==> src/rtl/fpu_pkg.sv <==
// Shared definitions for the fpu issue stage: opcodes, FSM encoding, request record.
// Optional feature macro: FPU_FLAGS_EN (result class flags helper).
package fpu_pkg;

  localparam logic [1:0] FPU_OP_ADD = 2'b00;
  localparam logic [1:0] FPU_OP_SUB = 2'b01;
  localparam logic [1:0] FPU_OP_DIV = 2'b10;
  localparam logic [1:0] FPU_OP_MUL = 2'b11;

  localparam logic [1:0] ST_IDLE = 2'd0;
  localparam logic [1:0] ST_WAIT = 2'd1;
  localparam logic [1:0] ST_DONE = 2'd2;

  // Tag width carried in the request record; the top's TAG_W must match it.
  localparam int FPU_TAG_W = 4;

  typedef struct packed {
    logic [31:0]          a;
    logic [31:0]          b;
    logic [1:0]           opcode;
    logic [FPU_TAG_W-1:0] tag;
  } fpu_req_t;

`ifdef FPU_FLAGS_EN
  // {nan, inf, zero} classification of an IEEE-754 single.
  function automatic logic [2:0] fpu_class(input logic [31:0] v);
    logic exp_ones, exp_zero, man_zero;
    exp_ones = (v[30:23] == 8'hFF);
    exp_zero = (v[30:23] == 8'h00);
    man_zero = (v[22:0] == 23'd0);
    return {exp_ones && !man_zero, exp_ones && man_zero, exp_zero && man_zero};
  endfunction
`endif

endpackage

==> src/rtl/fpu_issue_ctrl_fifo.sv <==
// Request FIFO: DEPTH entries of fpu_req_t, synchronous push/pop, async reset.
module fpu_req_fifo
  import fpu_pkg::*;
#(
  parameter int DEPTH = 4
) (
  input  logic                   clk,
  input  logic                   rst_n,
  input  logic                   push,
  input  fpu_req_t               push_data,
  input  logic                   pop,
  output fpu_req_t               head,
  output logic                   full,
  output logic                   empty,
  output logic [$clog2(DEPTH):0] count
);

  localparam int PW = $clog2(DEPTH);

  fpu_req_t      mem_q [DEPTH];
  fpu_req_t      mem_d [DEPTH];
  logic [PW-1:0] wr_ptr_q, wr_ptr_d, rd_ptr_q, rd_ptr_d;
  logic [PW:0]   count_q, count_d;
  logic          do_push, do_pop;

  assign full  = (count_q == (PW+1)'(DEPTH));
  assign empty = (count_q == '0);
  assign count = count_q;
  assign head  = mem_q[rd_ptr_q];

  // Next-state: full blocks a push even when a pop happens the same cycle.
  always_comb begin
    do_push  = push && !full;
    do_pop   = pop && !empty;
    mem_d    = mem_q;
    wr_ptr_d = wr_ptr_q;
    rd_ptr_d = rd_ptr_q;
    if (do_push) begin
      mem_d[wr_ptr_q] = push_data;
      wr_ptr_d        = wr_ptr_q + 1'b1;
    end
    if (do_pop) rd_ptr_d = rd_ptr_q + 1'b1;
    case ({do_push, do_pop})
      2'b10:   count_d = count_q + 1'b1;
      2'b01:   count_d = count_q - 1'b1;
      default: count_d = count_q;
    endcase
  end

  // Storage and pointers; power-of-2 pointers wrap on their own.
  always_ff @(posedge clk or negedge rst_n) begin
    if (!rst_n) begin
      mem_q    <= '{default: '0};
      wr_ptr_q <= '0;
      rd_ptr_q <= '0;
      count_q  <= '0;
    end else begin
      mem_q    <= mem_d;
      wr_ptr_q <= wr_ptr_d;
      rd_ptr_q <= rd_ptr_d;
      count_q  <= count_d;
    end
  end

endmodule

==> src/rtl/fpu_issue_ctrl.sv <==
// Issue stage in front of the combinational fpu: queues requests, holds operands
// for a per-opcode latency (multicycle path), captures fpu_o and returns it with its tag.
// Optional feature macro: FPU_FLAGS_EN adds out_flags = {nan, inf, zero}.
module fpu_issue_ctrl
  import fpu_pkg::*;
#(
  parameter int DEPTH   = 4,
  parameter int TAG_W   = FPU_TAG_W,
  parameter int LAT_ADD = 2,
  parameter int LAT_MUL = 3,
  parameter int LAT_DIV = 8
) (
  input  logic                   clk,
  input  logic                   rst_n,
  input  logic                   in_valid,
  output logic                   in_ready,
  input  logic [31:0]            in_a,
  input  logic [31:0]            in_b,
  input  logic [1:0]             in_opcode,
  input  logic [TAG_W-1:0]       in_tag,
  output logic [31:0]            fpu_a,
  output logic [31:0]            fpu_b,
  output logic [1:0]             fpu_opcode,
  input  logic [31:0]            fpu_o,
  output logic                   out_valid,
  input  logic                   out_ready,
  output logic [31:0]            out_result,
  output logic [TAG_W-1:0]       out_tag,
  output logic [$clog2(DEPTH):0] fifo_count
`ifdef FPU_FLAGS_EN
  ,
  output logic [2:0]             out_flags
`endif
);

  localparam int LAT_MAX = (LAT_DIV > LAT_MUL) ? ((LAT_DIV > LAT_ADD) ? LAT_DIV : LAT_ADD)
                                               : ((LAT_MUL > LAT_ADD) ? LAT_MUL : LAT_ADD);
  localparam int CNT_W   = $clog2(LAT_MAX) + 1;

  // Hold count loaded on issue: capture happens when it reaches zero.
  function automatic logic [CNT_W-1:0] lat_m1(input logic [1:0] op);
    case (op)
      FPU_OP_DIV: return CNT_W'(LAT_DIV - 1);
      FPU_OP_MUL: return CNT_W'(LAT_MUL - 1);
      default:    return CNT_W'(LAT_ADD - 1);
    endcase
  endfunction

  fpu_req_t         push_req, head;
  logic             fifo_full, fifo_empty, fifo_pop;
  logic [1:0]       state_q, state_d;
  logic [CNT_W-1:0] cnt_q, cnt_d;
  logic [31:0]      fpu_a_q, fpu_a_d, fpu_b_q, fpu_b_d;
  logic [1:0]       fpu_op_q, fpu_op_d;
  logic [TAG_W-1:0] op_tag_q, op_tag_d, out_tag_q, out_tag_d;
  logic [31:0]      res_q, res_d;
  logic             out_valid_q, out_valid_d;
`ifdef FPU_FLAGS_EN
  logic [2:0]       flags_q, flags_d;
  assign out_flags = flags_q;
`endif

  assign in_ready   = !fifo_full;
  assign push_req   = '{a: in_a, b: in_b, opcode: in_opcode, tag: in_tag};
  assign fpu_a      = fpu_a_q;
  assign fpu_b      = fpu_b_q;
  assign fpu_opcode = fpu_op_q;
  assign out_valid  = out_valid_q;
  assign out_result = res_q;
  assign out_tag    = out_tag_q;

  fpu_req_fifo #(.DEPTH(DEPTH)) u_fifo (
    .clk       (clk),
    .rst_n     (rst_n),
    .push      (in_valid && in_ready),
    .push_data (push_req),
    .pop       (fifo_pop),
    .head      (head),
    .full      (fifo_full),
    .empty     (fifo_empty),
    .count     (fifo_count)
  );

  // Issue/wait/return FSM; fpu_* only move on a pop so the fpu inputs stay
  // stable for the whole hold window.
  always_comb begin
    state_d     = state_q;
    cnt_d       = cnt_q;
    fpu_a_d     = fpu_a_q;
    fpu_b_d     = fpu_b_q;
    fpu_op_d    = fpu_op_q;
    op_tag_d    = op_tag_q;
    res_d       = res_q;
    out_tag_d   = out_tag_q;
    out_valid_d = out_valid_q;
`ifdef FPU_FLAGS_EN
    flags_d     = flags_q;
`endif
    fifo_pop    = 1'b0;
    case (state_q)
      ST_IDLE: fifo_pop = !fifo_empty;
      ST_WAIT: begin
        if (cnt_q == '0) begin
          res_d       = fpu_o;
          out_tag_d   = op_tag_q;
          out_valid_d = 1'b1;
`ifdef FPU_FLAGS_EN
          flags_d     = fpu_class(fpu_o);
`endif
          state_d     = ST_DONE;
        end else begin
          cnt_d = cnt_q - 1'b1;
        end
      end
      ST_DONE: begin
        if (out_ready) begin
          out_valid_d = 1'b0;
          fifo_pop    = !fifo_empty;
          if (fifo_empty) state_d = ST_IDLE;
        end
      end
      default: state_d = ST_IDLE;
    endcase
    if (fifo_pop) begin
      fpu_a_d  = head.a;
      fpu_b_d  = head.b;
      fpu_op_d = head.opcode;
      op_tag_d = head.tag;
      cnt_d    = lat_m1(head.opcode);
      state_d  = ST_WAIT;
    end
  end

  // FSM and capture registers.
  always_ff @(posedge clk or negedge rst_n) begin
    if (!rst_n) begin
      state_q     <= ST_IDLE;
      cnt_q       <= '0;
      fpu_a_q     <= '0;
      fpu_b_q     <= '0;
      fpu_op_q    <= '0;
      op_tag_q    <= '0;
      res_q       <= '0;
      out_tag_q   <= '0;
      out_valid_q <= 1'b0;
`ifdef FPU_FLAGS_EN
      flags_q     <= '0;
`endif
    end else begin
      state_q     <= state_d;
      cnt_q       <= cnt_d;
      fpu_a_q     <= fpu_a_d;
      fpu_b_q     <= fpu_b_d;
      fpu_op_q    <= fpu_op_d;
      op_tag_q    <= op_tag_d;
      res_q       <= res_d;
      out_tag_q   <= out_tag_d;
      out_valid_q <= out_valid_d;
`ifdef FPU_FLAGS_EN
      flags_q     <= flags_d;
`endif
    end
  end

endmodule
==> config.mk <==
export PLATFORM = sky130hd
export DESIGN_NAME = fpu_issue_ctrl
export DESIGN_NICKNAME = d
export VERILOG_FILES = /design/src/rtl/fpu_pkg.sv /design/src/rtl/fpu_issue_ctrl_fifo.sv /design/src/rtl/fpu_issue_ctrl.sv
export SDC_FILE = /design/constraint.sdc
export NUM_CORES = 1
export LEC_CHECK = 0
export BUFFER_PORTS_ARGS = -buffer_cell sky130_fd_sc_hd__buf_2
export CAP_MARGIN = 10
export CELL_PAD_IN_SITES_DETAIL_PLACEMENT = 1
export CELL_PAD_IN_SITES_GLOBAL_PLACEMENT = 2
export CORE_ASPECT_RATIO = 0.6
export CORE_UTILIZATION = 43
export DETAILED_ROUTE_END_ITERATION = 10
export GPL_TIMING_DRIVEN = 0
export PLACE_DENSITY = 0.87
export SLEW_MARGIN = 25
export SYNTH_ARGS = -nofsm -noshare
export SYNTH_HDL_FRONTEND = slang
export SYNTH_SLANG_ARGS = --single-unit
==> constraint.sdc <==
create_clock -name clk -period 3.05 [get_ports clk]
set_input_delay 0.1525 -clock clk [delete_from_list [all_inputs] [get_ports clk]]
set_output_delay 0.1525 -clock clk [all_outputs]
set_load 0.1 [all_outputs]
== Word level (Yosys, flattened, before mapping) ==
Cells that the tools add are included.
Cells by class
  add/sub/neg operators: 5
  magnitude comparators: 3
  equal/unequal tests: 14
  mux-type cells: 21
  bitwise operators: 2
  reduce and logical (&&, ||, !) cells: 16
Operators by type and width (number)
  bitwise mux 280 bit: 1
  2-to-1 mux 70 bit: 3
  binary-select mux 70 bit (select 2 bit): 1
  demux 70 bit (select 2 bit): 1
  2-to-1 mux 4 bit: 3
  case mux 3 bit (2 select lines): 2
  equality test 2 bit (second input constant): 4
  2-to-1 mux 2 bit: 4
  greater-or-equal comparator 3 bit (second input constant): 2
  inequality test 3 x 2 -> 1 bit (second input constant): 2
  NOT 2 -> 3 bit: 2
  case mux 2 bit (3 select lines): 1
  nonzero test 2 bit: 3
  adder 2 x 1 -> 2 bit (second input constant): 2
  equality test 2 x 1 -> 1 bit (second input constant): 2
  logical AND 1 bit: 4
  logical NOT 4 bit: 1
  inequality test 2 x 1 -> 1 bit (second input constant): 2
  inequality test 2 bit (second input constant): 2
  case mux 1 bit (2 select lines): 2
  AND reduction 2 bit: 2
  AND reduction 4 bit: 1
  subtractor 4 x 1 -> 4 bit (second input constant): 1
  adder 3 x 1 -> 3 bit (second input constant): 1
  other kinds (9): 12
Word-level totals
  register bits: 400
  bits of input ports: 106
  output and inout bits: 107
  logic and storage cells: 89

== Longest topological paths before layout ==
Gate-level depths: netlist of the first run.
  word-level depth: 7
  gate-level depth with buffers: 9
  mapped depth without buffers: 9

== Hierarchy ==
From an unflattened synthesis of the first run, not the netlist that was laid out.
Unflattened totals
  cells, all modules: 980
  area total of the unflattened synthesis: 17023.8 µm²
Modules (own cells, without submodules)
  fpu_req_fifo: instances 1, cells each 714, area each 12610.8 µm², seq. area each 7181.9 µm²
  fpu_issue_ctrl: instances 1, cells each 266, area each 4413.0 µm², seq. area each 2827.7 µm²

== Least setup slack after synthesis of the first run ==
Ideal clock, no wire load.
  kind: register to register
  start point: register u_fifo.count_q[2] (netlist: u_fifo.count[2])
  end point: register u_fifo.count_q[2] (netlist: u_fifo.count[2])
  setup time: 0.166 ns
  arrival time: 2.681 ns
  data required time: 2.884 ns
  setup slack: 0.204 ns
  cell stages (with the launch flop): 10
  path buffers: 1
  clock period less this slack: 2.846 ns
  path through: dfrtp_1 > nor3_1 > a211oi_2 > buf_2 > ha_1 > inv_1 > fa_1 > xor2_1 > nor2_1 > xor2_1
Between the ends
  longest elaborated chain between the ends: 7
  elaborated cells between the ends (all ways): 15
  those cells by class: add/sub: 2; eq/ne: 3; mux: 3; reduce/logical: 7
RTL lines
  start, declared: RTL line fpu_issue_ctrl_fifo.sv:23  | logic [PW:0] count_q, count_d;
  start signal, assigned: RTL line fpu_issue_ctrl_fifo.sv:61  | count_q <= count_d;
  logical NOT 3 bit *: RTL line fpu_issue_ctrl_fifo.sv:27  | assign empty = (count_q == '0);
  logical NOT 1 bit *: RTL line fpu_issue_ctrl_fifo.sv:34, fpu_issue_ctrl.sv:101, fpu_issue_ctrl.sv:118
  2-to-1 mux 1 bit: RTL line fpu_issue_ctrl.sv:116  | if (out_ready) begin
  case mux 1 bit (2 select lines): RTL line fpu_issue_ctrl.sv:100  | case (state_q)
  logical AND 1 bit *: RTL line fpu_issue_ctrl_fifo.sv:34  | do_pop = pop && !empty;
  named net u_fifo.do_pop: RTL line fpu_issue_ctrl_fifo.sv:24  | logic do_push, do_pop;
  equality test 2 x 1 -> 1 bit or equality test 2 bit (tied branches): RTL line fpu_issue_ctrl_fifo.sv:43  | case ({do_push, do_pop})
  case mux 3 bit (2 select lines) or nonzero test 2 bit (tied branches)
The timed path passes the listed nets; every way through them passes the cells marked *.
A chain may end at the register's enable or synchronous reset.

== Final worst setup path of the first run ==
Same ends and word-level chain as after synthesis.

==> summary.log, run 1 <==
[flow_run] number of maximum-capacitance constraint violations 0
[cts] master cell of the clock root buffer sky130_fd_sc_hd__clkbuf_16
[timing] minimum period implied by the final worst setup slack 2820 ps
[route] number of search-and-repair iterations in the first detailed-routing pass 4
[cts] setup fix buffers added after clock tree synthesis 0
[global_routing] largest net degree at the start of global routing 88
[min_path] worst min-delay path class in2async
[finish] commonest non-fill, non-tap cells in the layout 400 x sky130_fd_sc_hd__dfrtp_1, 357 x sky130_fd_sc_hd__mux2_2, 230 x sky130_fd_sc_hd__buf_2, 104 x sky130_fd_sc_hd__dlygate4sd3_1, 70 x sky130_fd_sc_hd__mux4_2
[timing] maximum clock frequency 355 MHz
[global_routing] overflow left after global routing 0
[floorplan] Top Ports 213
[yosys] number of nets in the synthesized netlist 1,086
[route] Vias/cell 5.15
[yosys] share of flip-flops with an asynchronous set or reset 1.00
[yosys] top-area cell type share of the netlist area 0.595
[timing] final hold vios 0
[timing] RSZ-0062 raised after global routing no
[worst_setup_path] class of the most critical setup path reg2reg
[cts] clock tree from TritonCTS yes
[global_routing] wire length of the first global-routing pass 64,400 um
[yosys] cells taking the most area after synthesis sky130_fd_sc_hd__dfrtp_1 60%, sky130_fd_sc_hd__mux2_2 24%, sky130_fd_sc_hd__mux4_2 9.4%
[yosys] post-synth cell types 27
[yosys] netlist area before placement 16,800 um2
[route] post-route DRC violation count 0
[timing] Tcrit/Tclk final 0.923
[worst_setup_path] crit path max fanout 10
[worst_setup_path] count of cells along the worst register-to-register path 9
[worst_setup_path] critical path startpoint category register
[yosys] number of storage elements in the synthesis netlist 400
[place] Port Buf Inserts 212
[finish] final cell count without fillers 1,877
[worst_setup_path] data required time at the worst endpoint 3500 ps
[cts] number of buffers inserted during clock tree synthesis 39
[timing] relative max-transition margin 0.398
[floorplan] count of standard-cell rows 55
[timing] Clock Skew 10.4 ps
[place] RePlAce Congestion 0.740
[timing] max-slew violation total from the final report 0
[global_routing] GRT Util Overall 0.208
[cts] deepest level of the CTS H-tree 2
[yosys] sequential-to-total area share from yosys stat 0.595
[cts] count of clock tree sinks 400
[finish] most common cell after layout, fill and taps aside sky130_fd_sc_hd__dfrtp_1
[worst_setup_path] endpoint type of the worst setup path register
[worst_setup_path] endpoint of the most critical register-to-register path u_fifo.count[2]$_DFFE_PN0P_
[floorplan] Chip Width 257 um
[route] detailed-route wire length 39,900 um
[route] routed length per placed instance 21.3 um
[finish] Net count, final 1,448
[yosys] EDFF count, synth 0
[floorplan] floorplan core area 38,100 um2
[finish] final std cell area, no fill 21,000 um2
[worst_setup_path] CP arrival 3260 ps
[place] post-detailed-placement half-perimeter wirelength 26,200 um
[timing] total setup violations reported at the end of the flow 0
[route] count of vias placed by the detailed router 9,672
[cts] clock-pin transition on the worst setup and hold timing paths 60 ps
[yosys] total number of yosys warnings 0
[timing] slew at the pin with the worst max-slew slack 903 ps
[yosys] Synth area leader sky130_fd_sc_hd__dfrtp_1
[floorplan] initial core utilization 0.441
[status] status finished clean
[worst_setup_path] startpoint of the worst register-to-register path u_fifo.count[2]$_DFFE_PN0P_
[yosys] Post-Synthesis Cells 973
[finish] fraction of final layout cells sized beyond drive strength 1 0.560
[cts] Skew-Pair Late Insertion Delay 530 ps
[floorplan] floorplan die height 155 um
[worst_setup_path] internal reg-to-reg setup slack 230 ps
[finish] utilization after layout 0.552
[global_routing] number of antenna violations at the first check in global routing 1
[cts] Max clock buf depth 3
[yosys] Post-Syn Area per Cell 17.3 um2
[global_routing] vias in the first global route 10,800
[route] initial drt markers 379
[place] dpl cells 1,703
[finish] layout overhead on the synthesized area 25.2%
[yosys] top flip-flop cell by instance count after synthesis sky130_fd_sc_hd__dfrtp_1
[route] remaining antenna violation count after routing 0
[floorplan] Die Footprint 39,900 um2
[place] area after detailed placement 18,700 um2
## timing repair
action,in CTS,in global routing
hold buffers,104,0
resized for setup,0,0
endpoints found under the hold margin,492,0
setup endpoints to repair,0,0
## worst max-delay path, cell delays in order (launching register included)
cell and delay, ps:
sky130_fd_sc_hd__dfrtp_1 460, sky130_fd_sc_hd__nor3_1 120, sky130_fd_sc_hd__a211oi_4 680, sky130_fd_sc_hd__buf_2 360
sky130_fd_sc_hd__ha_1 220, sky130_fd_sc_hd__inv_1 60, sky130_fd_sc_hd__fa_1 380, sky130_fd_sc_hd__xor2_1 160
sky130_fd_sc_hd__nor2_1 120, sky130_fd_sc_hd__xor2_1 170
## Yosys cell counts, drive strengths merged (2+ instances only)
master / n
xnor2: 4
nand2: 10
mux2: 386
nor2: 4
dfrtp: 400
nor3: 2
o21ai: 6
nand2b: 2
clkbuf: 8
nand3: 4
mux4: 70
ha: 6
buf: 48
xor2: 5
inv: 10
## state kept, by name (all words and copies together), names as in the netlist
signal           count
cnt_q                4
u_fifo.count         3
fpu_a               32
fpu_b               32
fpu_opcode           2
out_valid            1
u_fifo.wr_ptr_q      2
out_tag              4
out_result          32
u_fifo.rd_ptr_q      2
u_fifo.mem_q       280
op_tag_q             4
state_q              2
## kinds of logic after synthesis
kind of cell	synth area share
flip-flops	0.595
buffers and inverters	0.0286
adder cells (fa/ha/maj)	0.00566
XOR/XNOR	0.00469
AND/OR/NAND/NOR	0.00878
AO/OA/AOI/OAI	0.00409
multiplexers	0.353
## area by class of cell
cell class,instances,area [um2]
buffer,56,444
sequential,400,10000
antenna,1,2.50
timing repair buffer,321,2250
tap,513,642
multi-input combinational,507,6330
clock buffer,58,1220
inverter,10,37.5
clock inverter,11,109
fill,3638,17100
## through the flow
step / setup TNS [ps] / setup slack (ps) / hold slack (ps)
finish: 0 / 234 / 33.6
global route: 0 / 9.99 / 17.8
CTS: 0 / 133 / 7.03
detailed placement: 0 / 164 / -23.9
global placement: -2442550 / -6160 / 383
floorplan: 0 / 204 / -143
## layer usage
layer  global-route usage  wire length (um)
met1                0.298             18600
met2                0.337             19100
met3               0.0349              1590
met4               0.0445               652
met5                    0                 0
## worst max-delay path by stage
stage                     slack, ps                     endpoint                        start
after floorplan                 200  u_fifo.count[2]$_DFFE_PN0P_  u_fifo.count[2]$_DFFE_PN0P_
after global placement        -6160        fpu_b[10]$_DFFE_PN0P_                        rst_n
after detailed placement        160  u_fifo.count[2]$_DFFE_PN0P_  u_fifo.count[2]$_DFFE_PN0P_
after CTS                       130  u_fifo.count[2]$_DFFE_PN0P_  u_fifo.count[2]$_DFFE_PN0P_
after global routing             10  u_fifo.count[2]$_DFFE_PN0P_  u_fifo.count[2]$_DFFE_PN0P_
final                           230  u_fifo.count[2]$_DFFE_PN0P_  u_fifo.count[2]$_DFFE_PN0P_
Power of run 1 is left out: the tool's default activity adds up to more than one toggle a clock period on the data nets, which glitch-free logic cannot reach.
==> run 2, diff against run 1 <==
--- a/config.mk
+++ b/config.mk
@@ -14,6 +14,7 @@
 export DETAILED_ROUTE_END_ITERATION = 10
 export GPL_TIMING_DRIVEN = 0
 export PLACE_DENSITY = 0.87
+export REMOVE_ABC_BUFFERS = 1
 export SLEW_MARGIN = 25
 export SYNTH_ARGS = -nofsm -noshare
 export SYNTH_HDL_FRONTEND = slang
==> run 2 against run 1 <==
- die area stayed put
- utilization shrank 0.42 points
- routed wire length is 2.6% lower
- design area shrank 0.76%
- count of clock-buffer cells in the layout grew 1
- fmax grew 12%
- register-to-register slack gained 300 ps
- first-iteration DRC count is 15% higher
- critical path depth stayed put
- cell count decreased by 2.1%
- hold slack improved by 54 ps
- global-route usage shrank 0.50 points
- critical endpoint unchanged
- largest cell class unchanged
==> summary.log, run 2 (synthesis gave the netlist of run 1 again) <==
[place] pre-CTS setup slack 551 ps [was 164 ps]
[flow_run] number of maximum-capacitance constraint violations 0 [unchanged]
[worst_setup_path] Critical Path Slowest Stage Cell sky130_fd_sc_hd__a211oi_4 [unchanged]
[cts] master cell of the clock root buffer sky130_fd_sc_hd__clkbuf_16 [unchanged]
[finish] fraction of final layout cells sized beyond drive strength 1 0.552 [was 0.560]
[finish] Net count, final 1,403 [was 1,448]
[worst_setup_path] maximum single-stage delay on the critical path 590 ps [was 680 ps]
[timing] fin worst setup slack 538 ps [was 234 ps]
[worst_setup_path] class of the most critical setup path reg2reg [unchanged]
[worst_setup_path] CP arrival 2980 ps [was 3260 ps]
[min_path] worst min-delay path class in2async [unchanged]
[floorplan] initial core utilization 0.441 [unchanged]
[global_routing] overflow left after global routing 0 [unchanged]
[worst_setup_path] endpoint type of the worst setup path register [unchanged]
[route] Vias/cell 5.17 [was 5.15]
[floorplan] floorplan die height 155 um [unchanged]
[timing] Clock Skew 22.7 ps [was 10.4 ps]
[route] number of search-and-repair iterations in the first detailed-routing pass 4 [unchanged]
[finish] Largest Register u_fifo.mem_q [unchanged]
[worst_setup_path] Crit path buffers/inverters 2 [unchanged]
[floorplan] Top Ports 213 [unchanged]
[cts] count of clock tree sinks 400 [unchanged]
[floorplan] Die Footprint 39,900 um2 [unchanged]
[worst_setup_path] data required time at the worst endpoint 3520 ps [was 3500 ps]
[route] detailed-route wire length 38,800 um [was 39,900 um]
[worst_setup_path] startpoint of the worst register-to-register path u_fifo.count[2]$_DFFE_PN0P_ [unchanged]
[floorplan] count of standard-cell rows 55 [unchanged]
[cts] number of buffers inserted during clock tree synthesis 40 [was 39]
[cts] Max clock buf depth 3 [unchanged]
[worst_setup_path] internal reg-to-reg setup slack 540 ps [was 230 ps]
[route] remaining antenna violation count after routing 0 [unchanged]
[worst_setup_path] logic depth of the worst path, buffers included 9 [unchanged]
[route] initial drt markers 436 [was 379]
[timing] total setup violations reported at the end of the flow 0 [unchanged]
[cts] post-cts hold buffer count 104 [unchanged]
[worst_setup_path] cell occurring most often along the worst timing path sky130_fd_sc_hd__xor2_1 [unchanged]
[global_routing] GRT Util Overall 0.203 [was 0.208]
[finish] filler instances 3,585 [was 3,638]
[cts] clock-pin transition on the worst setup and hold timing paths 60 ps [about the same]
[worst_setup_path] crit path max fanout 12 [was 10]
[worst_setup_path] endpoint of the most critical register-to-register path u_fifo.count[2]$_DFFE_PN0P_ [unchanged]
[floorplan] Chip Width 257 um [unchanged]
[cts] deepest level of the CTS H-tree 2 [unchanged]
[worst_setup_path] critical path startpoint category register [unchanged]
[worst_setup_path] crit-path leading delay family compound AO/OA/AOI/OAI gates [unchanged]
[global_routing] vias in the first global route 10,900 [was 10,800]
[status] status finished clean [unchanged]
[timing] RSZ-0062 raised after global routing no [unchanged]
[timing] minimum period implied by the final worst setup slack 2510 ps [was 2820 ps]
[worst_setup_path] count of cells along the worst register-to-register path 9 [unchanged]
[cts] total of cells resized after clock tree synthesis 0 [unchanged]
[route] routed length per placed instance 21.1 um [was 21.3 um]
[worst_setup_path] CP cell instances nor3_1 > a211oi_4 > buf_8 > ha_1 > inv_1 > fa_1 > xor2_1 > nor2_1 > xor2_1 [was nor3_1 > a211oi_4 > buf_2 > ha_1 > inv_1 > fa_1 > xor2_1 > nor2_1 > xor2_1]
[timing] maximum clock frequency 398 MHz [was 355 MHz]
[route] post-route DRC violation count 0 [unchanged]
[place] post-detailed-placement half-perimeter wirelength 22,800 um [was 26,200 um]
[global_routing] number of antenna violations at the first check in global routing 3 [was 1]
[finish] layout overhead on the synthesized area 24.2% [was 25.2%]
[cts] clock tree from TritonCTS yes [unchanged]
[place] RePlAce Congestion 0.694 [was 0.740]
[place] Port Buf Inserts 212 [unchanged]
[timing] final hold vios 0 [unchanged]
[timing] Tcrit/Tclk final 0.824 [was 0.923]
[timing] max-slew violation total from the final report 0 [unchanged]
[cts] Skew-Pair Late Insertion Delay 540 ps [was 530 ps]
[global_routing] wire length of the first global-routing pass 63,800 um [was 64,400 um]
[finish] commonest non-fill, non-tap cells in the layout 398 x sky130_fd_sc_hd__dfrtp_1, 357 x sky130_fd_sc_hd__mux2_2, 211 x sky130_fd_sc_hd__buf_2, 104 x sky130_fd_sc_hd__dlygate4sd3_1, 70 x sky130_fd_sc_hd__mux4_2 [was 400 x sky130_fd_sc_hd__dfrtp_1, 357 x sky130_fd_sc_hd__mux2_2, 230 x sky130_fd_sc_hd__buf_2, 104 x sky130_fd_sc_hd__dlygate4sd3_1, 70 x sky130_fd_sc_hd__mux4_2]
[route] count of vias placed by the detailed router 9,498 [was 9,672]
[floorplan] floorplan core area 38,100 um2 [unchanged]
[cts] setup fix buffers added after clock tree synthesis 0 [unchanged]
[finish] most common cell after layout, fill and taps aside sky130_fd_sc_hd__dfrtp_1 [unchanged]
[timing] relative max-transition margin 0.471 [was 0.398]
[global_routing] largest net degree at the start of global routing 95 [was 88]
[timing] slew at the pin with the worst max-slew slack 793 ps [was 903 ps]
[finish] flip-flop count of the largest register, all copies and words added 280 [unchanged]
run 2: through the flow:
step	TNS (ps)	utilization	std cells	instance area, um2	hold WS (ps)
after floorplan	-149900	-	917	16400	-143
after global placement	-2743910	0.474	1642	18100	363
after detailed placement	0	0.483	1657	18400	52.6
after CTS	0	0.548	1835	20900	67.0
after global routing	0	0.548	1837	20900	95.2
final	0	0.548	1838	20900	87.5
run 2: area by class of cell:
class | instances | area [um2] | share of cell area
Timing Repair Buffer | 331 | 2400 | 0.115
Clock inverter | 15 | 218 | 0.0104
Clock buffer | 59 | 1190 | 0.0571
Antenna cell | 3 | 7.51 | 0.000359
Tap cell | 513 | 642 | 0.0307
Multi-Input combinational cell | 507 | 6370 | 0.305
Inverter | 10 | 37.5 | 0.00180
Sequential cell | 400 | 10000 | 0.480
run 2: worst max-delay path by stage:
stage | slack (ps) | to | startpoint
finish | 540 | u_fifo.count[2]$_DFFE_PN0P_ | u_fifo.count[2]$_DFFE_PN0P_
CTS | 540 | u_fifo.count[2]$_DFFE_PN0P_ | u_fifo.count[2]$_DFFE_PN0P_
detailed placement | 550 | u_fifo.count[2]$_DFFE_PN0P_ | u_fifo.count[2]$_DFFE_PN0P_
floorplan | -2690 | u_fifo.count[2]$_DFFE_PN0P_ | u_fifo.count[2]$_DFFE_PN0P_
global placement | -6070 | u_fifo.mem_q[110]$_DFFE_PN0P_ | rst_n
global route | 330 | u_fifo.count[2]$_DFFE_PN0P_ | u_fifo.count[2]$_DFFE_PN0P_
run 2: metal layers:
layer,track usage,part of all wire,wire length (um)
met5,0,0,0
met4,0.0507,0.019,753
met3,0.0363,0.035,1360
met2,0.338,0.50,19400
met1,0.278,0.45,17300
Power of run 2 is left out for the same reason.
==> run 3, diff against run 2 <==
--- a/config.mk
+++ b/config.mk
@@ -10,10 +10,10 @@
 export CELL_PAD_IN_SITES_DETAIL_PLACEMENT = 1
 export CELL_PAD_IN_SITES_GLOBAL_PLACEMENT = 2
 export CORE_ASPECT_RATIO = 0.6
-export CORE_UTILIZATION = 43
+export CORE_UTILIZATION = 39
 export DETAILED_ROUTE_END_ITERATION = 10
 export GPL_TIMING_DRIVEN = 0
-export PLACE_DENSITY = 0.87
+export PLACE_DENSITY = 0.84
 export REMOVE_ABC_BUFFERS = 1
 export SLEW_MARGIN = 25
 export SYNTH_ARGS = -nofsm -noshare
==> constraint.sdc (replaced) <==
create_clock -name clk -period 2.1 [get_ports clk]
set_input_delay 0.105 -clock clk [delete_from_list [all_inputs] [get_ports clk]]
set_output_delay 0.105 -clock clk [all_outputs]
set_load 0.1 [all_outputs]
==> run 3 against run 2 <==
- via count up 0.39%
- design area up 0.71%
- first-iteration DRC count down 14%
- flip-flop and latch count unchanged
- the run now ends with negative setup slack left
- routed wire length up 0.45%
- count of clock-buffer cells in the layout down 4
- utilization down 4.9 points
- non-clock buffer count up 14
==> summary.log, run 3 (synthesis gave the netlist of run 1 again) <==
[floorplan] Chip Width 270 um [was 257 um]
[worst_setup_path] data required time at the worst endpoint 2520 ps [was 3520 ps]
[floorplan] count of standard-cell rows 58 [was 55]
[route] initial drt markers 374 [was 436]
[place] area after detailed placement 18,500 um2 [was 18,400 um2]
[global_routing] layer with the highest usage after global routing met2 [unchanged]
[worst_setup_path] critical path startpoint category register [unchanged]
[cts] clock tree from TritonCTS yes [unchanged]
[global_routing] met1 GRT Util 0.253 [was 0.278]
[cts] count of clock tree sinks 400 [unchanged]
[timing] worst hold-check slack 117 ps [was 87.5 ps]
[finish] layout overhead on the synthesized area 25.1% [was 24.2%]
[timing] max-slew violation total from the final report 0 [unchanged]
[timing] Tcrit/Tclk final 1.00 [was 0.824]
[place] Port Buf Inserts 212 [unchanged]
[flow_run] number of maximum-capacitance constraint violations 0 [unchanged]
[timing] RSZ-0062 raised after global routing yes [was no]
[worst_setup_path] count of cells along the worst register-to-register path 8 [was 9]
[floorplan] floorplan die height 163 um [was 155 um]
[global_routing] met2 demand-to-capacity share in global routing 0.300 [was 0.338]
[finish] Largest Register u_fifo.mem_q [unchanged]
[global_routing] wire length of the first global-routing pass 63,100 um [was 63,800 um]
[finish] Net count, final 1,417 [was 1,403]
[route] post-route DRC violation count 0 [unchanged]
[timing] total setup violations reported at the end of the flow 1 [was 0]
[timing] slew at the pin with the worst max-slew slack 745 ps [was 793 ps]
[worst_setup_path] CP arrival 2520 ps [was 2980 ps]
[route] remaining antenna violation count after routing 0 [unchanged]
[timing] fin worst setup slack -8.06 ps [was 538 ps]
[timing] minimum period implied by the final worst setup slack 2110 ps [was 2510 ps]
[cts] Max clock buf depth 3 [unchanged]
[cts] clock-pin transition on the worst setup and hold timing paths 70 ps [was 60 ps]
[global_routing] number of antenna violations at the first check in global routing 1 [was 3]
[worst_setup_path] crit path max fanout 13 [was 12]
[cts] Skew-Pair Late Insertion Delay 540 ps [about the same]
[finish] most common cell after layout, fill and taps aside sky130_fd_sc_hd__dfrtp_1 [unchanged]
[status] status finished, violations left [was finished clean]
[finish] commonest non-fill, non-tap cells in the layout 396 x sky130_fd_sc_hd__dfrtp_1, 357 x sky130_fd_sc_hd__mux2_2, 211 x sky130_fd_sc_hd__buf_2, 104 x sky130_fd_sc_hd__dlygate4sd3_1, 70 x sky130_fd_sc_hd__mux4_2 [was 398 x sky130_fd_sc_hd__dfrtp_1, 357 x sky130_fd_sc_hd__mux2_2, 211 x sky130_fd_sc_hd__buf_2, 104 x sky130_fd_sc_hd__dlygate4sd3_1, 70 x sky130_fd_sc_hd__mux4_2]
[worst_setup_path] endpoint of the most critical register-to-register path fpu_a[1]$_DFFE_PN0P_ [was u_fifo.count[2]$_DFFE_PN0P_]
[cts] deepest level of the CTS H-tree 2 [unchanged]
[floorplan] Die Footprint 44,000 um2 [was 39,900 um2]
[route] count of vias placed by the detailed router 9,535 [was 9,498]
[worst_setup_path] internal reg-to-reg setup slack -8 ps [was 540 ps]
[cts] number of buffers inserted during clock tree synthesis 39 [was 40]
[cts] master cell of the clock root buffer sky130_fd_sc_hd__clkbuf_16 [unchanged]
[global_routing] GRT Util Overall 0.183 [was 0.203]
[finish] flip-flop count of the largest register, all copies and words added 280 [unchanged]
[status] violations in the final reports negative setup slack
[worst_setup_path] startpoint of the worst register-to-register path u_fifo.count[0]$_DFFE_PN0P_ [was u_fifo.count[2]$_DFFE_PN0P_]
[worst_setup_path] endpoint type of the worst setup path register [unchanged]
[global_routing] largest net degree at the start of global routing 93 [was 95]
[finish] fraction of final layout cells sized beyond drive strength 1 0.564 [was 0.552]
[floorplan] initial core utilization 0.399 [was 0.441]
[global_routing] overflow left after global routing 0 [unchanged]
[place] post-detailed-placement half-perimeter wirelength 22,600 um [was 22,800 um]
[route] number of search-and-repair iterations in the first detailed-routing pass 4 [unchanged]
[timing] relative max-transition margin 0.503 [was 0.471]
[route] routed length per placed instance 20.5 um [was 21.1 um]
[timing] maximum clock frequency 474 MHz [was 398 MHz]
[finish] final std cell area, no fill 21,000 um2 [was 20,900 um2]
[timing] final hold vios 0 [unchanged]
[floorplan] Top Ports 213 [unchanged]
[floorplan] floorplan core area 42,200 um2 [was 38,100 um2]
[min_path] worst min-delay path class in2async [unchanged]
[worst_setup_path] class of the most critical setup path reg2reg [unchanged]
[global_routing] met3 global-route usage 0.0339 [was 0.0363]
[route] detailed-route wire length 39,000 um [was 38,800 um]
[timing] Clock Skew 16.1 ps [was 22.7 ps]
[place] RePlAce Congestion 0.674 [was 0.694]
[route] Vias/cell 5.01 [was 5.17]
[global_routing] vias in the first global route 10,900 [about the same]
[run 3: area by class of cell]
cell class / count / area (um2)
fillers: 4043 / 21100
flip-flops and latches: 400 / 10000
inverters: 10 / 40.0
well taps: 570 / 713
clock inverters: 14 / 125
clock buffers: 55 / 1150
repair buffers: 345 / 2570
diodes: 1 / 2.50
multi-input cells: 508 / 6420
[run 3: worst max-delay path: stages, from the launching register on]
cell	delay (ps)
sky130_fd_sc_hd__dfrtp_2	430
sky130_fd_sc_hd__buf_4	130
sky130_fd_sc_hd__nor3_2	50
sky130_fd_sc_hd__a211oi_4	270
sky130_fd_sc_hd__buf_4	190
sky130_fd_sc_hd__buf_8	150
sky130_fd_sc_hd__buf_6	190
sky130_fd_sc_hd__buf_6	200
sky130_fd_sc_hd__mux2_2	350
[run 3: per-stage QoR]
stage	instances	worst slack, ps	utilization	TNS [ps]
4_1_cts	1894	-67.7	0.496	-67.7
3_3_place_gp	1699	-6980	0.430	-3322970
5_1_grt	1903	-100	0.499	-4410
3_5_place_dp	1714	-390	0.439	-54640
6_report	1903	-8.06	0.499	-8.06
2_1_floorplan	917	-3640	-	-352190
[run 3: per-layer routing]
metal  wire [um]  part of all wire
met3        1290             0.033
met2       19200              0.49
met1       17900              0.46
met4         656             0.017
met5           0                 0
[run 3: how the worst max path moves through the flow]
stage / from / to / slack (ps) / depth (start not counted)
detailed placement: u_fifo.count[2]$_DFFE_PN0P_ / u_fifo.count[2]$_DFFE_PN0P_ / -390 / 8
CTS: u_fifo.count[1]$_DFFE_PN0P_ / u_fifo.count[2]$_DFFE_PN0P_ / -70 / 11
finish: u_fifo.count[0]$_DFFE_PN0P_ / fpu_a[1]$_DFFE_PN0P_ / -8 / 8
global route: u_fifo.count[0]$_DFFE_PN0P_ / u_fifo.count[2]$_DFFE_PN0P_ / -100 / 10
floorplan: u_fifo.count[2]$_DFFE_PN0P_ / u_fifo.count[2]$_DFFE_PN0P_ / -3640 / 8
global placement: rst_n / fpu_b[30]$_DFFE_PN0P_ / -6980 / 1
[run 3: what timing repair did]
item / 4_1_cts / 5_1_grt
gates cloned: 1 / 0
resized for setup: 3 / 11
pin swaps: 3 / 7
hold endpoints to repair: 388 / 0
hold buffers: 104 / 0
endpoints found under the setup margin: 324 / 12
setup buffers: 6 / 8
Power of run 3 is left out for the same reason.
